--- src/rtl/pdn_pkg.sv ---
// Shared types and defaults for the PDN power sequencer.
package pdn_pkg;

    typedef enum logic [2:0] {
        OFF,
        RAMP_UP,
        ON,
        RAMP_DN,
        FAULT
    } pdn_state_t;

    typedef enum logic {
        WAIT_PG,
        SETTLE_WAIT
    } pdn_phase_t;

    localparam int unsigned PDN_N_DOM_DEF   = 6;
    localparam int unsigned PDN_SETTLE_DEF  = 16;
    localparam int unsigned PDN_TIMEOUT_DEF = 1024;

endpackage

--- src/rtl/pdn_sync.sv ---
// Two-flop synchroniser for asynchronous status inputs.
module pdn_sync #(
    parameter int W = 1
) (
    input  logic         clk,
    input  logic         rst,
    input  logic [W-1:0] d_i,
    output logic [W-1:0] q_o
);

    logic [W-1:0] s1_q;
    logic [W-1:0] s2_q;

    always_ff @(posedge clk or posedge rst) begin
        if (rst) begin
            s1_q <= '0;
            s2_q <= '0;
        end else begin
            s1_q <= d_i;
            s2_q <= s1_q;
        end
    end

    assign q_o = s2_q;

endmodule

--- src/rtl/pdn_power_sequencer.sv ---
// Ordered power-up/power-down sequencer for N supply domains with
// per-step power-good wait, settle delay, timeout and supervision.
module pdn_power_sequencer
    import pdn_pkg::*;
#(
    parameter int N_DOM   = PDN_N_DOM_DEF,
    parameter int SETTLE  = PDN_SETTLE_DEF,
    parameter int TIMEOUT = PDN_TIMEOUT_DEF,
    parameter int IDX_W   = (N_DOM > 1) ? $clog2(N_DOM) : 1,
    parameter int CNT_W   = $clog2(((SETTLE > TIMEOUT) ? SETTLE : TIMEOUT) + 1)
) (
    input  logic             clk,
    input  logic             rst,
    input  logic             up_req,
    input  logic             dn_req,
    input  logic             fault_clr,
    input  logic [N_DOM-1:0] pgood,
    output logic [N_DOM-1:0] en,
    output logic             on,
    output logic             off,
    output logic             busy,
    output logic             fault,
    output logic [IDX_W-1:0] fault_dom
);

    localparam logic [CNT_W-1:0] TO_LAST  = CNT_W'(TIMEOUT - 1);
    localparam logic [CNT_W-1:0] ST_LAST  = CNT_W'(SETTLE - 1);
    localparam logic [IDX_W-1:0] IDX_LAST = IDX_W'(N_DOM - 1);

    pdn_state_t       state_q, state_d;
    pdn_phase_t       phase_q, phase_d;
    logic [IDX_W-1:0] idx_q, idx_d;
    logic [CNT_W-1:0] cnt_q, cnt_d;
    logic [N_DOM-1:0] en_q, en_d;
    logic [IDX_W-1:0] fault_dom_q, fault_dom_d;
    logic             on_q, off_q, busy_q, fault_q;

    logic [N_DOM-1:0] pg_s;
    logic [N_DOM-1:0] sup_mask;
    logic             sup_hit;
    logic [IDX_W-1:0] sup_dom;

    pdn_sync #(.W(N_DOM)) u_sync (
        .clk (clk),
        .rst (rst),
        .d_i (pgood),
        .q_o (pg_s)
    );

    // Domains already proven good that have since lost power-good.
    always_comb begin
        sup_mask = '0;
        sup_dom  = '0;
        for (int j = 0; j < N_DOM; j++) begin
            sup_mask[j] = !pg_s[j] &&
                ((state_q == ON) ||
                 ((state_q == RAMP_UP) && (IDX_W'(j) < idx_q)));
        end
        for (int j = N_DOM - 1; j >= 0; j--) begin
            if (sup_mask[j]) begin
                sup_dom = IDX_W'(j);
            end
        end
        sup_hit = |sup_mask;
    end

    always_comb begin
        state_d     = state_q;
        phase_d     = phase_q;
        idx_d       = idx_q;
        cnt_d       = cnt_q;
        en_d        = en_q;
        fault_dom_d = fault_dom_q;

        unique case (state_q)
            OFF: begin
                en_d = '0;
                if (up_req && !dn_req) begin
                    state_d = RAMP_UP;
                    phase_d = WAIT_PG;
                    idx_d   = '0;
                    cnt_d   = '0;
                    en_d[0] = 1'b1;
                end
            end

            RAMP_UP: begin
                if (sup_hit) begin
                    state_d     = FAULT;
                    phase_d     = WAIT_PG;
                    cnt_d       = '0;
                    en_d        = '0;
                    fault_dom_d = sup_dom;
                end else if (dn_req) begin
                    state_d     = RAMP_DN;
                    phase_d     = WAIT_PG;
                    cnt_d       = '0;
                    en_d[idx_q] = 1'b0;
                end else if (phase_q == WAIT_PG) begin
                    if (pg_s[idx_q]) begin
                        phase_d = SETTLE_WAIT;
                        cnt_d   = '0;
                    end else if (cnt_q == TO_LAST) begin
                        state_d     = FAULT;
                        cnt_d       = '0;
                        en_d        = '0;
                        fault_dom_d = idx_q;
                    end else begin
                        cnt_d = cnt_q + 1'b1;
                    end
                end else if (cnt_q == ST_LAST) begin
                    cnt_d   = '0;
                    phase_d = WAIT_PG;
                    if (idx_q == IDX_LAST) begin
                        state_d = ON;
                    end else begin
                        idx_d       = idx_q + 1'b1;
                        en_d[idx_d] = 1'b1;
                    end
                end else begin
                    cnt_d = cnt_q + 1'b1;
                end
            end

            ON: begin
                en_d = '1;
                if (sup_hit) begin
                    state_d     = FAULT;
                    phase_d     = WAIT_PG;
                    cnt_d       = '0;
                    en_d        = '0;
                    fault_dom_d = sup_dom;
                end else if (dn_req) begin
                    state_d        = RAMP_DN;
                    phase_d        = WAIT_PG;
                    idx_d          = IDX_LAST;
                    cnt_d          = '0;
                    en_d[IDX_LAST] = 1'b0;
                end
            end

            RAMP_DN: begin
                if (phase_q == WAIT_PG) begin
                    if (!pg_s[idx_q]) begin
                        phase_d = SETTLE_WAIT;
                        cnt_d   = '0;
                    end else if (cnt_q == TO_LAST) begin
                        state_d     = FAULT;
                        cnt_d       = '0;
                        en_d        = '0;
                        fault_dom_d = idx_q;
                    end else begin
                        cnt_d = cnt_q + 1'b1;
                    end
                end else if (cnt_q == ST_LAST) begin
                    cnt_d   = '0;
                    phase_d = WAIT_PG;
                    if (idx_q == '0) begin
                        state_d = OFF;
                        en_d    = '0;
                    end else begin
                        idx_d       = idx_q - 1'b1;
                        en_d[idx_d] = 1'b0;
                    end
                end else begin
                    cnt_d = cnt_q + 1'b1;
                end
            end

            FAULT: begin
                en_d = '0;
                if (fault_clr && (pg_s == '0)) begin
                    state_d = OFF;
                    phase_d = WAIT_PG;
                    idx_d   = '0;
                    cnt_d   = '0;
                end
            end

            default: begin
                state_d = OFF;
                phase_d = WAIT_PG;
                idx_d   = '0;
                cnt_d   = '0;
                en_d    = '0;
            end
        endcase
    end

    // Flags are registered from the next state so they move with it.
    always_ff @(posedge clk or posedge rst) begin
        if (rst) begin
            state_q     <= OFF;
            phase_q     <= WAIT_PG;
            idx_q       <= '0;
            cnt_q       <= '0;
            en_q        <= '0;
            fault_dom_q <= '0;
            on_q        <= 1'b0;
            off_q       <= 1'b1;
            busy_q      <= 1'b0;
            fault_q     <= 1'b0;
        end else begin
            state_q     <= state_d;
            phase_q     <= phase_d;
            idx_q       <= idx_d;
            cnt_q       <= cnt_d;
            en_q        <= en_d;
            fault_dom_q <= fault_dom_d;
            on_q        <= (state_d == ON);
            off_q       <= (state_d == OFF);
            busy_q      <= (state_d == RAMP_UP) || (state_d == RAMP_DN);
            fault_q     <= (state_d == FAULT);
        end
    end

    assign en        = en_q;
    assign on        = on_q;
    assign off       = off_q;
    assign busy      = busy_q;
    assign fault     = fault_q;
    assign fault_dom = fault_dom_q;

endmodule
--- config.mk ---
export PLATFORM = sky130hd
export DESIGN_NAME = pdn_power_sequencer
export DESIGN_NICKNAME = d
export VERILOG_FILES = /design/src/rtl/pdn_pkg.sv /design/src/rtl/pdn_sync.sv /design/src/rtl/pdn_power_sequencer.sv
export SDC_FILE = /design/constraint.sdc
export NUM_CORES = 1
export LEC_CHECK = 0
export CAP_MARGIN = 25
export CORE_ASPECT_RATIO = 0.75
export CORE_MARGIN = 4
export CORE_UTILIZATION = 61
export DETAILED_ROUTE_END_ITERATION = 8
export GPL_ROUTABILITY_DRIVEN = 0
export PLACE_DENSITY_LB_ADDON = 0.15
export SKIP_LAST_GASP = 1
export SYNTH_ARGS = -nofsm -noshare
export SYNTH_HDL_FRONTEND = slang
export SYNTH_SLANG_ARGS = --single-unit
--- constraint.sdc ---
create_clock -name clk -period 3.89 [get_ports clk]
set_input_delay 0.778 -clock clk [delete_from_list [all_inputs] [get_ports clk]]
set_output_delay 0.778 -clock clk [all_outputs]
set_load 0.01 [all_outputs]
# Word level (Yosys, flattened, before mapping)
# Index checks and enable logic that the tools add are counted.
# W data, S select, Z words.
dict set report word_totals {
  regBits 43
  input_bits 11
  out_inout_bits 13
  elab_cells 201
}
dict set report classes {
  add_sub_neg 3
  n_lt_le_gt_ge 12
  eq_ne 35
  n_mux 93
  bitwise_logic 5
  reduce_logical 41
}
# op n
set ops {}
lappend ops {{$mux W11} 12}
lappend ops {{$mux W3} 41}
lappend ops {{$mux W6} 11}
lappend ops {{$pmux W11 S5} 1}
lappend ops {{$pmux W3 S5} 2}
lappend ops {{$ne A2 B2 Y1 const B} 14}
lappend ops {{$pmux W6 S4} 1}
lappend ops {{$mux W1} 18}
lappend ops {{$ne A3 B3 Y1 const B} 6}
lappend ops {{$logic_and A1 B1 Y1} 17}
lappend ops {{$and A6 B6 Y6} 2}
lappend ops {{$eq A3 B2 Y1 const B} 4}
lappend ops {{$lt A3 B4 Y1 const B} 3}
lappend ops {{$not A6 Y6} 2}
lappend ops {{$reduce_and A12 Y1} 1}
lappend ops {{$add A11 B1 Y11 const B} 1}
lappend ops {{$eq A11 B10 Y1 const B} 1}
lappend ops {{$eq A11 B4 Y1 const B} 1}
lappend ops {{$ne A5 B5 Y1 const B} 2}
lappend ops {{$demux W1 S3} 3}
lappend ops {{$eq A3 B3 Y1 const B} 3}
lappend ops {{$ge A3 B1 Y1 const B} 3}
lappend ops {{$logic_not A3 Y1} 3}
lappend ops {{$pmux W3 S3} 1}
lappend ops {{20 further kinds} 36}

# Longest topological paths before layout
dict set report depth {
  depth_word 12
  depth_mapped 13
  mapped_depth_nobuf 10
}

# Hierarchy
# A second synthesis with hierarchy kept.
dict set report unflattened {
  hier_cells 345
  hier_area_um2 2996.6
}
# module instances cells_per_inst area_per_inst_um2 seq_area_each_um2
set modules_own_cells {}
lappend modules_own_cells {pdn_power_sequencer 1 332 2692.6 777.0}
lappend modules_own_cells {pdn_sync 1 13 304.0 300.3}

# Worst setup path after synthesis
# No wires, ideal clock.
dict set report synth_timing {
  path_type {reg-to-reg}
  from {register idx_q[1]}
  to {register cnt_q[4]}
  arrival_time_ns 2.558
  path_slack_ns 1.211
  stages_incl_launch_ff 14
  synth_period_minus_slack_ns 2.679
  cell_sequence {dfrtp_1 > buf_2 > inv_1 > ha_1 > nand2b_1 > nand2_1 > a211oi_1 > nor3_1 > a32o_1 > buf_2 > and3_1 > clkbuf_1 > a21o_1 > a22o_1}
}
dict set report synth_between {
  elab_chain_len 7
  word_cells_on_any_way 37
  cone_classes {6 x order compare; 1 x eq/ne; 10 x mux; 20 x reduce/logical}
}
# element line_no
set synth_lines {}
lappend synth_lines {{from (decl)} pdn_power_sequencer.sv:32} ;# logic [IDX_W-1:0] idx_q, idx_d;
lappend synth_lines {{from (signal assigned)} pdn_power_sequencer.sv:206} ;# idx_q <= idx_d;
lappend synth_lines {{$bmux W1 S3, or another cell as far along} {pdn_power_sequencer.sv:100, pdn_power_sequencer.sv:144}}
lappend synth_lines {{$mux W1 (not written as such) or $logic_and A1 B1 Y1 (tied branches)} {pdn_power_sequencer.sv:100, pdn_power_sequencer.sv:144, pdn_power_sequencer.sv:57}}
lappend synth_lines {{$mux W11 or $logic_or A1 B1 Y1 (tied branches)} {pdn_power_sequencer.sv:100, pdn_power_sequencer.sv:56}}
lappend synth_lines {{$mux W11 or $logic_and A1 B1 Y1 (tied branches)} {pdn_power_sequencer.sv:99, pdn_power_sequencer.sv:55}}
lappend synth_lines {{$mux W11 or $reduce_or A6 Y1 (tied branches)} {pdn_power_sequencer.sv:94, pdn_power_sequencer.sv:64}}
lappend synth_lines {{$mux W11, or another cell as far along} pdn_power_sequencer.sv:88} ;# if (sup_hit) begin
lappend synth_lines {{$pmux W11 S5 or $reduce_and A3 Y1 (tied branches)} --}
lappend synth_lines {{to (signal assigned)} pdn_power_sequencer.sv:207} ;# cnt_q <= cnt_d;
lappend synth_lines {{to (decl)} pdn_power_sequencer.sv:33} ;# logic [CNT_W-1:0] cnt_q, cnt_d;
# Several ways; a longest one is shown, not always the timed one. The select of a mux whose other input is x is not followed.
# A chain may end at the register's enable or synchronous reset.

# Worst setup path after layout
dict set report layout_timing {
  from {register idx_q[0]}
  to {register cnt_q[2]}
}
# Same word-level chain as after synthesis.

==> impl_metrics.yaml <==
clock_network:
  cts-htree-levels: 2
  post-cts-setup-buffer-count: 0
  insertion_delay_ns: 0.30
  cts_max_path_buffers: 2
  root_buffer: "clkbuf_8"
  hold_buffers: 0
  cts.reportedPaths.clkPinSlew_ns: 0.08
  cts_sinks: 43
  cts-resized-gates: 0
  cts_made_buffers: 5
  cts_tree: "yes"
cells_and_area:
  fin_area_um2: 3065
  drive_above_1_share_pct: 9.199
  final-seq-area_um2: 1077
  diodes: 0
  area_growth_syn_to_layout_pct: 13.43
  fill_cells: 326
  multi_input_area_um2: 1504
  final_nets: 352
  fin_cells: 392
pwr:
  comb_power_share_pct: 53.5
  p_int_mw: 1.231
  pwr_density_cell_nw_per_um2: 731.5
  p_leak_nw: 1.261
  power.share.clock_pct: 16.2
  pwr-share-seq_pct: 30.3
  vdd_drop_max_v: 0.0005570
  p_switching_mw: 1.011
  switching_share_pct: 45.08
status:
  status: "finished clean"
synthesis:
  synth_area_leaders: "dfrtp_1 39%, a21oi_1 5.7%, nand2_1 5.1%"
  syn-num-nets: 337
  yosysUniqueCellTypes: 55
  yosys_warnings: 0
  synthArstFlopShare_pct: 100.0
  synthCells: 321
  yosysSeqAreaShare_pct: 39.86
  synth_edf_count: 0
  yosys.area.top_type_share_pct: 38.89
  avgSynthCellArea_um2: 8.419
  yosysTopAreaCell: "dfrtp_1"
  synth_seq_cells: 43
  syn_area_um2: 2703
  synthFlopType: "dfrtp_1"
floorplan:
  die_h_um: 65.65
  io_pins: 24
  die_area_um2: 5571
  die_x_um: 84.86
  initial_utilization_pct: 65.06
  num_rows: 20
  core_area_um2: 4154
placed_design:
  placed_area_um2: 2948
  dp.cells: 384
  place_hpwl_mm: 5.072
  post-place-ws_ns: 0.4667
  port_buffers: 23
grt:
  grt_max_degree: 44
  gr-total-overflow: 0
  antenna_found_initial: 0
  grt_pass1_wl_mm: 11.98
  grt_pass1_vias: 2573
  track_usage_pct: 27.52
sta:
  min_period_over_period_pct: 92.86
  setup_viol: 0
  drv_slew: 0
  layout_setup_ws_ns: 0.2776
  finalSetupTns_ns: 0
  hold_viol: 0
  rsz0062_at_grt: "no"
  fmax_mhz: 276.8
  clock_skew_ns: 0.004823
  fin_crit_ns: 3.612
  relSlewSlack_pct: 55.19
  worst_slew_pin_slew_ns: 0.6661
worst_setup_path:
  crit_family: "compound AO/OA/AOI/OAI gates"
  reg2reg_to: "cnt_q[2]$_DFFE_PP0P_"
  arrival_ns: 3.78
  max_stage_delay_ns: 0.68
  crit_chain: "inv_1, ha_1, nand2b_1, nand2_1, a211oi_1, or3_1, nor2_1, a21boi_0, a31oi_1"
  cp_slowest_cell: "dfrtp_1"
  crit_type: "flip-flop to flip-flop"
  r2r_setup_slack_ns: 0.28
  critical_path_buf_inv_count: 1
  crit_path_start_kind: "flip-flop"
  r2r-start: "idx_q[0]$_DFFE_PP0P_"
  crit_fanout: 15
  end_kind: "flip-flop"
  cp_data_required_time_ns: 4.05
  rr_worst_depth: 9
min_path:
  hp-class: "flip-flop to flip-flop"
  min_to: "u_sync.q_o[3]$_DFF_PP0_"
  whs_path_depth: 0
  hp-start: "u_sync.s1_q[3]$_DFF_PP0_"
detailed_routing:
  drt_iter0_drc: 365
  wl_per_cell_um: 18.39
  via_count: 2753
  antenna_left: 0
  finalWirelength_mm: 7.209
  dr.pass1.iters: 7
  routed_via_density: 7.023
  drc: 0
job:
  cap_violations: 0
[cell usage in the layout, fill, tap and decap left out, types with 5 or more instances in the layout]
cell	n
o21ai_1	5
clkbuf_8	6
a21oi_1	31
inv_1	7
o21ai_0	25
nor2_1	22
buf_4	5
or2_2	7
ha_1	5
dfrtp_1	42
o31ai_1	12
clkdlybuf4s50_1	23
nand3_1	8
nor3_1	5
a31oi_1	14
and3_1	6
nand2b_1	9
nand2_1	37
[per-layer routing]
layer	wire [um]	global-route usage, %	part of all wire [%]
met5	0	0	0
met2	2993	38.28	42
met3	929	8.897	13
met4	315	13.83	4.4
met1	2970	38.33	41
[through the flow]
| stage | hold slack (ns) | util [%] | power (mW) |
|---|---|---|---|
| detailed placement | 0.3356 | 70.96 | 1.831 |
| CTS | 0.3541 | 73.80 | 2.204 |
| floorplan | 0.3312 | - | 1.503 |
| global placement | 0.3326 | 70.96 | 1.800 |
| global route | 0.3718 | 73.80 | 2.385 |
| finish | 0.3516 | 73.80 | 2.242 |
[flip-flops by register name, summed over array words and instances, names as in the netlist]
signal	flops
busy	1
cnt_q	11
en	6
fault	1
fault_dom	3
idx_q	3
off	1
on	1
phase_q	1
state_q	3
u_sync.q_o	6
u_sync.s1_q	6
[synth_stat cells (2+ instances only)]
| cell | instances |
|---|---|
| o21ai_1 | 5 |
| a211oi_1 | 2 |
| and3_1 | 6 |
| ha_1 | 5 |
| a21o_1 | 3 |
| or2_2 | 7 |
| o31ai_1 | 12 |
| buf_2 | 6 |
| nand2b_1 | 9 |
| a31o_2 | 2 |
| nor2_1 | 22 |
| nand3_1 | 8 |
| nand2_1 | 37 |
| mux2_2 | 2 |
| o21a_1 | 4 |
| a32o_1 | 2 |
| buf_4 | 2 |
| or3_1 | 2 |
| buf_1 | 2 |
| nor4_1 | 4 |
| a22oi_1 | 4 |
| nand3b_1 | 2 |
| inv_1 | 8 |
| a21oi_1 | 31 |
| a22o_1 | 4 |
| dfrtp_1 | 42 |
| xor2_1 | 3 |
| nor2b_1 | 4 |
| o21bai_1 | 3 |
| o22ai_1 | 4 |
| a31oi_1 | 14 |
| nor3_1 | 5 |
| o21ai_0 | 25 |
| clkbuf_1 | 9 |
[area by class of cell]
type / count / area share, %
clock buffers: 6 / 2.694
clock inverters: 2 / 1.143
flip-flops and latches: 43 / 35.14
repair buffers: 28 / 8.735
inverters: 8 / 0.9796
well taps: 55 / 2.245
multi-input cells: 250 / 49.06
[power by group through the flow]
stage	Sequential (mW)	Clock [mW]	Combinational [mW]
3_3_place_gp	0.676	0	1.12
6_report	0.679	0.364	1.20
2_1_floorplan	0.636	0	0.867
5_1_grt	0.691	0.393	1.30
3_5_place_dp	0.680	0	1.15
4_1_cts	0.672	0.368	1.16
[how the worst max path moves through the flow]
stage                          from              endpoint  slack, ns  cells past startpoint
2_1_floorplan  idx_q[1]$_DFFE_PP0P_  cnt_q[4]$_DFFE_PP0P_       1.21                     13
6_report       idx_q[0]$_DFFE_PP0P_  cnt_q[2]$_DFFE_PP0P_       0.28                      9
3_3_place_gp   idx_q[0]$_DFFE_PP0P_  cnt_q[5]$_DFFE_PP0P_       0.72                      9
5_1_grt        idx_q[0]$_DFFE_PP0P_  cnt_q[2]$_DFFE_PP0P_       0.08                      9
4_1_cts        idx_q[0]$_DFFE_PP0P_  cnt_q[8]$_DFFE_PP0P_       0.46                      9
3_5_place_dp   idx_q[0]$_DFFE_PP0P_  cnt_q[2]$_DFFE_PP0P_       0.47                      9
[kinds of logic after synthesis]
family,synth area share (%)
AOI/OAI and AO/OA,28.52
adders and majority gates,2.315
muxes,1.667
DFF,39.86
buffers and inverters,4.722
and+or+nand+nor,21.62
xor gates and xnor gates,1.297
Note: power is estimated with default switching activity, not from simulation.
==> RTL change 1, RTL diff (same flow settings) <==
Change the package constant `PDN_SETTLE_DEF` from 16 to 32.
--- a/src/rtl/pdn_pkg.sv
+++ b/src/rtl/pdn_pkg.sv
@@ -15,7 +15,7 @@
     } pdn_phase_t;
 
     localparam int unsigned PDN_N_DOM_DEF   = 6;
-    localparam int unsigned PDN_SETTLE_DEF  = 16;
+    localparam int unsigned PDN_SETTLE_DEF  = 32;
     localparam int unsigned PDN_TIMEOUT_DEF = 1024;
 
 endpackage
Function: same outputs for any inputs over 10 cycles, from zero or initial values and one cycle with rst high; that may be too few to reach the edited logic, so the function may still have changed.
==> RTL change 1 against the original RTL <==
  * Final area increased by 5.5%
  * First-iteration DRC count increased by 44%
  * Total power rose by 4.0%
  * Sequential cell count did not move
  * Clock skew is 0.014 ns higher
  * Synthesized area grew 5.9%
  * Wire length grew 7.9%
  * Worst setup slack improved by 0.36 ns
  * Largest power group unchanged
==> RTL change 1: results (changes against the original RTL) <==
* Multi-input combinational cell area at 1640 um^2 (+9.1%)
* Insertion delay to the later sink of the worst-skew pair at 0.32 ns (+0.02 ns)
* Clock skew at 0.0185 ns (+0.0137 ns)
* Main area contributors after synthesis: dfrtp_1 37%, nand2_1 4.9%, a21oi_1 4.2%
* Total via count after detailed routing at 2902 (+5.4%)
* CP max-delay cell: a21oi_1
* Launching point of the worst reg2reg path: idx_q[1]
* Layout clock buffers at 5 (-1)
* Dpl cell area at 3100 um^2 (+5.1%)
* Number of detailed-routing iterations run before antenna repair at 6 (-1)
* Reg clk slew, reported paths at 0.10 ns (+0.02 ns)
* Net count after synthesis at 354 (+5.0%)
* Total number of nets in the final design at 370 (+5.1%)
* Violation count after the first detailed-route iteration at 527 (+44%)
* Portion of the post-synthesis area used by sequential elements at 0.376 (-0.0221)
* First-pass GRT wire length at 13200 um (+10%)
* Synth unique cells at 75 (+36%)
* Non-clock buffering overhead in the final layout at 0.0805 (-0.00688)
* Max FO, Critical Path at 14 (-1)
* Area fraction of clock buffers and clock inverters at 0.0422 (+0.00380)
* Worst hold path startpoint: u_sync.s1_q[5]
* Kind of cell adding the most delay to the critical path: compound AO/OA/AOI/OAI gates
* End of the worst register-to-register path: cnt_q[0]
* Leading post-synthesis cells by instance count: 42 x dfrtp_1, 37 x nand2_1, 31 x nor2_1
* Routed wire length per instance at 18.9 um (+2.7%)
* IR Drop Worst-Case VDD at 0.389 mV (-30%)
* Arr. time, crit path at 3.47 ns (-0.31 ns)
* Share of layout cells above drive strength 1 at 0.0789 (-0.0131)
* Number of filler instances in the final layout at 296 (-9.2%)
* Multi-input gate count at 264 (+5.6%)
* Result of the run: finished clean
* Non-clock buffer count at 27 (-3.6%)
* Register-to-Register Setup Slack at 0.63 ns (+0.36 ns)
* Slowest cell delay on critical path at 0.61 ns (-0.07 ns)
* Proportion of synthesized flip-flops having asynchronous set or reset at 1.00 (unchanged)
* Total GRT Usage at 0.290 (+0.0145)
* Worst hold path endpoint: u_sync.q_o[5]
* Number of storage elements in the synthesis netlist at 43 (unchanged)
* Non-clk invs at 13 (+5)
* Net Sw Frac at 0.462 (+0.0115)
* Multi-input gate share of the layout cell area at 0.507 (+0.0165)
-- RTL change 1: per-stage QoR --
stage / worst slack (ns) / utilization / std cells / hold slack (ns)
2_1_floorplan: 1.34 / - / 338 / 0.331
3_3_place_gp: 0.950 / 0.690 / 404 / 0.335
3_5_place_dp: 0.734 / 0.690 / 404 / 0.338
4_1_cts: 0.754 / 0.720 / 412 / 0.358
5_1_grt: 0.390 / 0.720 / 412 / 0.369
6_report: 0.634 / 0.720 / 412 / 0.358
-- RTL change 1: worst max path at each step --
stage                        start  endpoint  slack [ns]
after floorplan           idx_q[1]     en[5]        1.34
after global placement      dn_req  cnt_q[8]        0.95
after detailed placement  idx_q[1]  cnt_q[3]        0.73
after CTS                 idx_q[1]  cnt_q[3]        0.75
after global routing      idx_q[1]     en[1]        0.39
final                     idx_q[1]  cnt_q[0]        0.63
-- RTL change 1: power groups by stage --
stage                     clock network [mW]  logic [mW]  registers (mW)
after floorplan                            0       0.915           0.623
after CTS                              0.430        1.15           0.704
after global placement                     0        1.13           0.715
after global routing                   0.445        1.30           0.729
after detailed placement                   0        1.15           0.712
final                                  0.428        1.19           0.716
-- RTL change 1: routing by layer --
layer / vias to the layer above / routed length [um] / track usage
met4: 0 / 308 / 0.111
li1: 1301 / - / -
met1: 1322 / 3300 / 0.401
met2: 236 / 3190 / 0.440
met5: - / 0 / 0
met3: 43 / 985 / 0.0695
-- RTL change 1: cells by family after synthesis --
family | count (synthesis) | synth area share
adders and majority gates | 5 | 0.0219
DFF | 43 | 0.376
xor gates and xnor gates | 5 | 0.0153
and+or+nand+nor | 132 | 0.239
buffers and inverters | 31 | 0.0503
AOI/OAI and AO/OA | 120 | 0.289
muxes | 2 | 0.00743
==> RTL change 2, RTL diff (same settings) <==
Made on the original files. Reset style: synchronous (`rst`), changed in 2 clocked blocks. Comments in the files are not updated.
--- a/src/rtl/pdn_sync.sv
+++ b/src/rtl/pdn_sync.sv
@@ -11,7 +11,7 @@
     logic [W-1:0] s1_q;
     logic [W-1:0] s2_q;
 
-    always_ff @(posedge clk or posedge rst) begin
+    always_ff @(posedge clk) begin
         if (rst) begin
             s1_q <= '0;
             s2_q <= '0;
--- a/src/rtl/pdn_power_sequencer.sv
+++ b/src/rtl/pdn_power_sequencer.sv
@@ -188,7 +188,7 @@
     end
 
     // Flags are registered from the next state so they move with it.
-    always_ff @(posedge clk or posedge rst) begin
+    always_ff @(posedge clk) begin
         if (rst) begin
             state_q     <= OFF;
             phase_q     <= WAIT_PG;
Check against the original RTL: differs if rst is asserted again (counterexample within 4 cycles, from zero or initial values and one cycle with rst high); with rst held inactive, the same outputs for 10 cycles.
==> RTL change 2 against the original RTL <==
  * Wire length grew 11%
  * Fmax grew 3.6%
  * Final cell count grew 11%
  * Synthesized area grew 6.3%
  * Sequential cell count is the same
  * Global-route usage grew 1.3 points
  * Worst setup slack gained 0.13 ns
  * Critical path depth is the same
  * Via count grew 8.9%
  * Final area grew 3.6%
  * Largest cell class unchanged
Power is not compared: it rests on default switching activity, and its combinational part moved more than twofold at a synthesized area within 25%.
==> RTL change 2: results (changes against the original RTL) <==
* Net count after synthesis at 376 (+12%)
* Largest net degree at the start of global routing at 24 (-45%)
* Slowest cell delay on critical path at 0.70 ns (+0.02 ns)
* CP max-delay cell: dfxtp_1
* Synth unique cells at 68 (+24%)
* Arr. time, crit path at 3.67 ns (-0.11 ns)
* First-pass GRT wire length at 13500 um (+12%)
* Most used DFF post-synth: dfxtp_1
* Share of layout cells above drive strength 1 at 0.0822 (-0.00976)
* Syn Area/Cell at 7.98 um^2 (-5.2%)
* Portion of the post-synthesis area used by sequential elements at 0.300 (-0.0990)
* Total wire length at 8020 um (+11%)
* Routed wire length per instance at 18.5 um (+0.42%)
* Max FFs per register at 11 (unchanged)
* Total via count after detailed routing at 2998 (+8.9%)
* Result of the run: finished clean
* Relative slew margins at 0.436 (-0.116)
* Violation count after the first detailed-route iteration at 463 (+27%)
* Number of detailed-routing iterations run before antenna repair at 6 (-1)
* HPWL after detailed placement at 5670 um (+12%)
* Total number of nets in the final design at 392 (+11%)
* Leading post-synthesis cells by instance count: 43 x dfxtp_1, 30 x nor2_1, 29 x nand2_1
* Proportion of synthesized flip-flops having asynchronous set or reset at 0 (-1.00)
* Vias in the first global route at 2748 (+6.8%)
* Max FO, Critical Path at 16 (+1)
## RTL change 2: cell types whose count changed in the layout (fill, tap and decap cells not counted), sizes merged, moves of 7 or more
cell / delta
nor2b: +14
o21ai: -8
inv: +7
o31ai: -7
nand4: +7
nor2: +8
dfxtp: +43
nand2: -8
nor3: +9
dfrtp: -42
## RTL change 2: final timing paths
path                                      from            end  slack, ns  cells past startpoint
worst max-delay path                  idx_q[1]       cnt_q[1]       0.40                      9
worst min-delay path            u_sync.s1_q[0]  u_sync.q_o[0]       0.45                      1
worst min register to register  u_sync.s1_q[0]  u_sync.q_o[0]       0.45                      1
worst max register to register        idx_q[1]       cnt_q[1]       0.40                      9
## RTL change 2: cell families after synthesis
group | Yosys count | share of synthesized area
buf+inv | 34 | 0.0710
flops | 43 | 0.300
fa+ha+maj | 5 | 0.0218
compound gates | 119 | 0.294
simple gates | 145 | 0.267
xor+xnor | 8 | 0.0244
mux | 6 | 0.0213
## RTL change 2: metrics by stage
step / power (mW) / instance area (um^2) / hold slack [ns] / worst slack, ns
floorplan: 0.964 / 2870 / 0.414 / 1.44
global placement: 1.11 / 3060 / 0.417 / 0.706
detailed placement: 1.11 / 3060 / 0.429 / 0.642
CTS: 1.46 / 3180 / 0.449 / 0.565
global route: 1.56 / 3180 / 0.465 / 0.263
finish: 1.48 / 3180 / 0.446 / 0.404
## RTL change 2: metal layers
metal | part of all wire | vias up | global-route usage | wire (um)
met1 | 0.43 | 1364 | 0.406 | 3420
met3 | 0.12 | 45 | 0.0671 | 939
met2 | 0.42 | 212 | 0.420 | 3350
met5 | 0 | - | 0 | 0
li1 | - | 1377 | - | -
met4 | 0.038 | 0 | 0.125 | 304
## RTL change 2: power by group
part	switching (mW)	internal, mW	leakage (nW)
clock	0.161	0.191	0.0581
combinational	0.355	0.221	0.681
sequential	0.0720	0.483	0.350
## RTL change 2: layout make-up
cell class,instances,area [um^2]
clock buffer,5,68.8
clock inverter,3,43.8
fill,377,1320
inverter,15,56.3
multi-input combinational,283,1810
sequential,43,861
tap,57,71.3
timing repair buffer,28,268
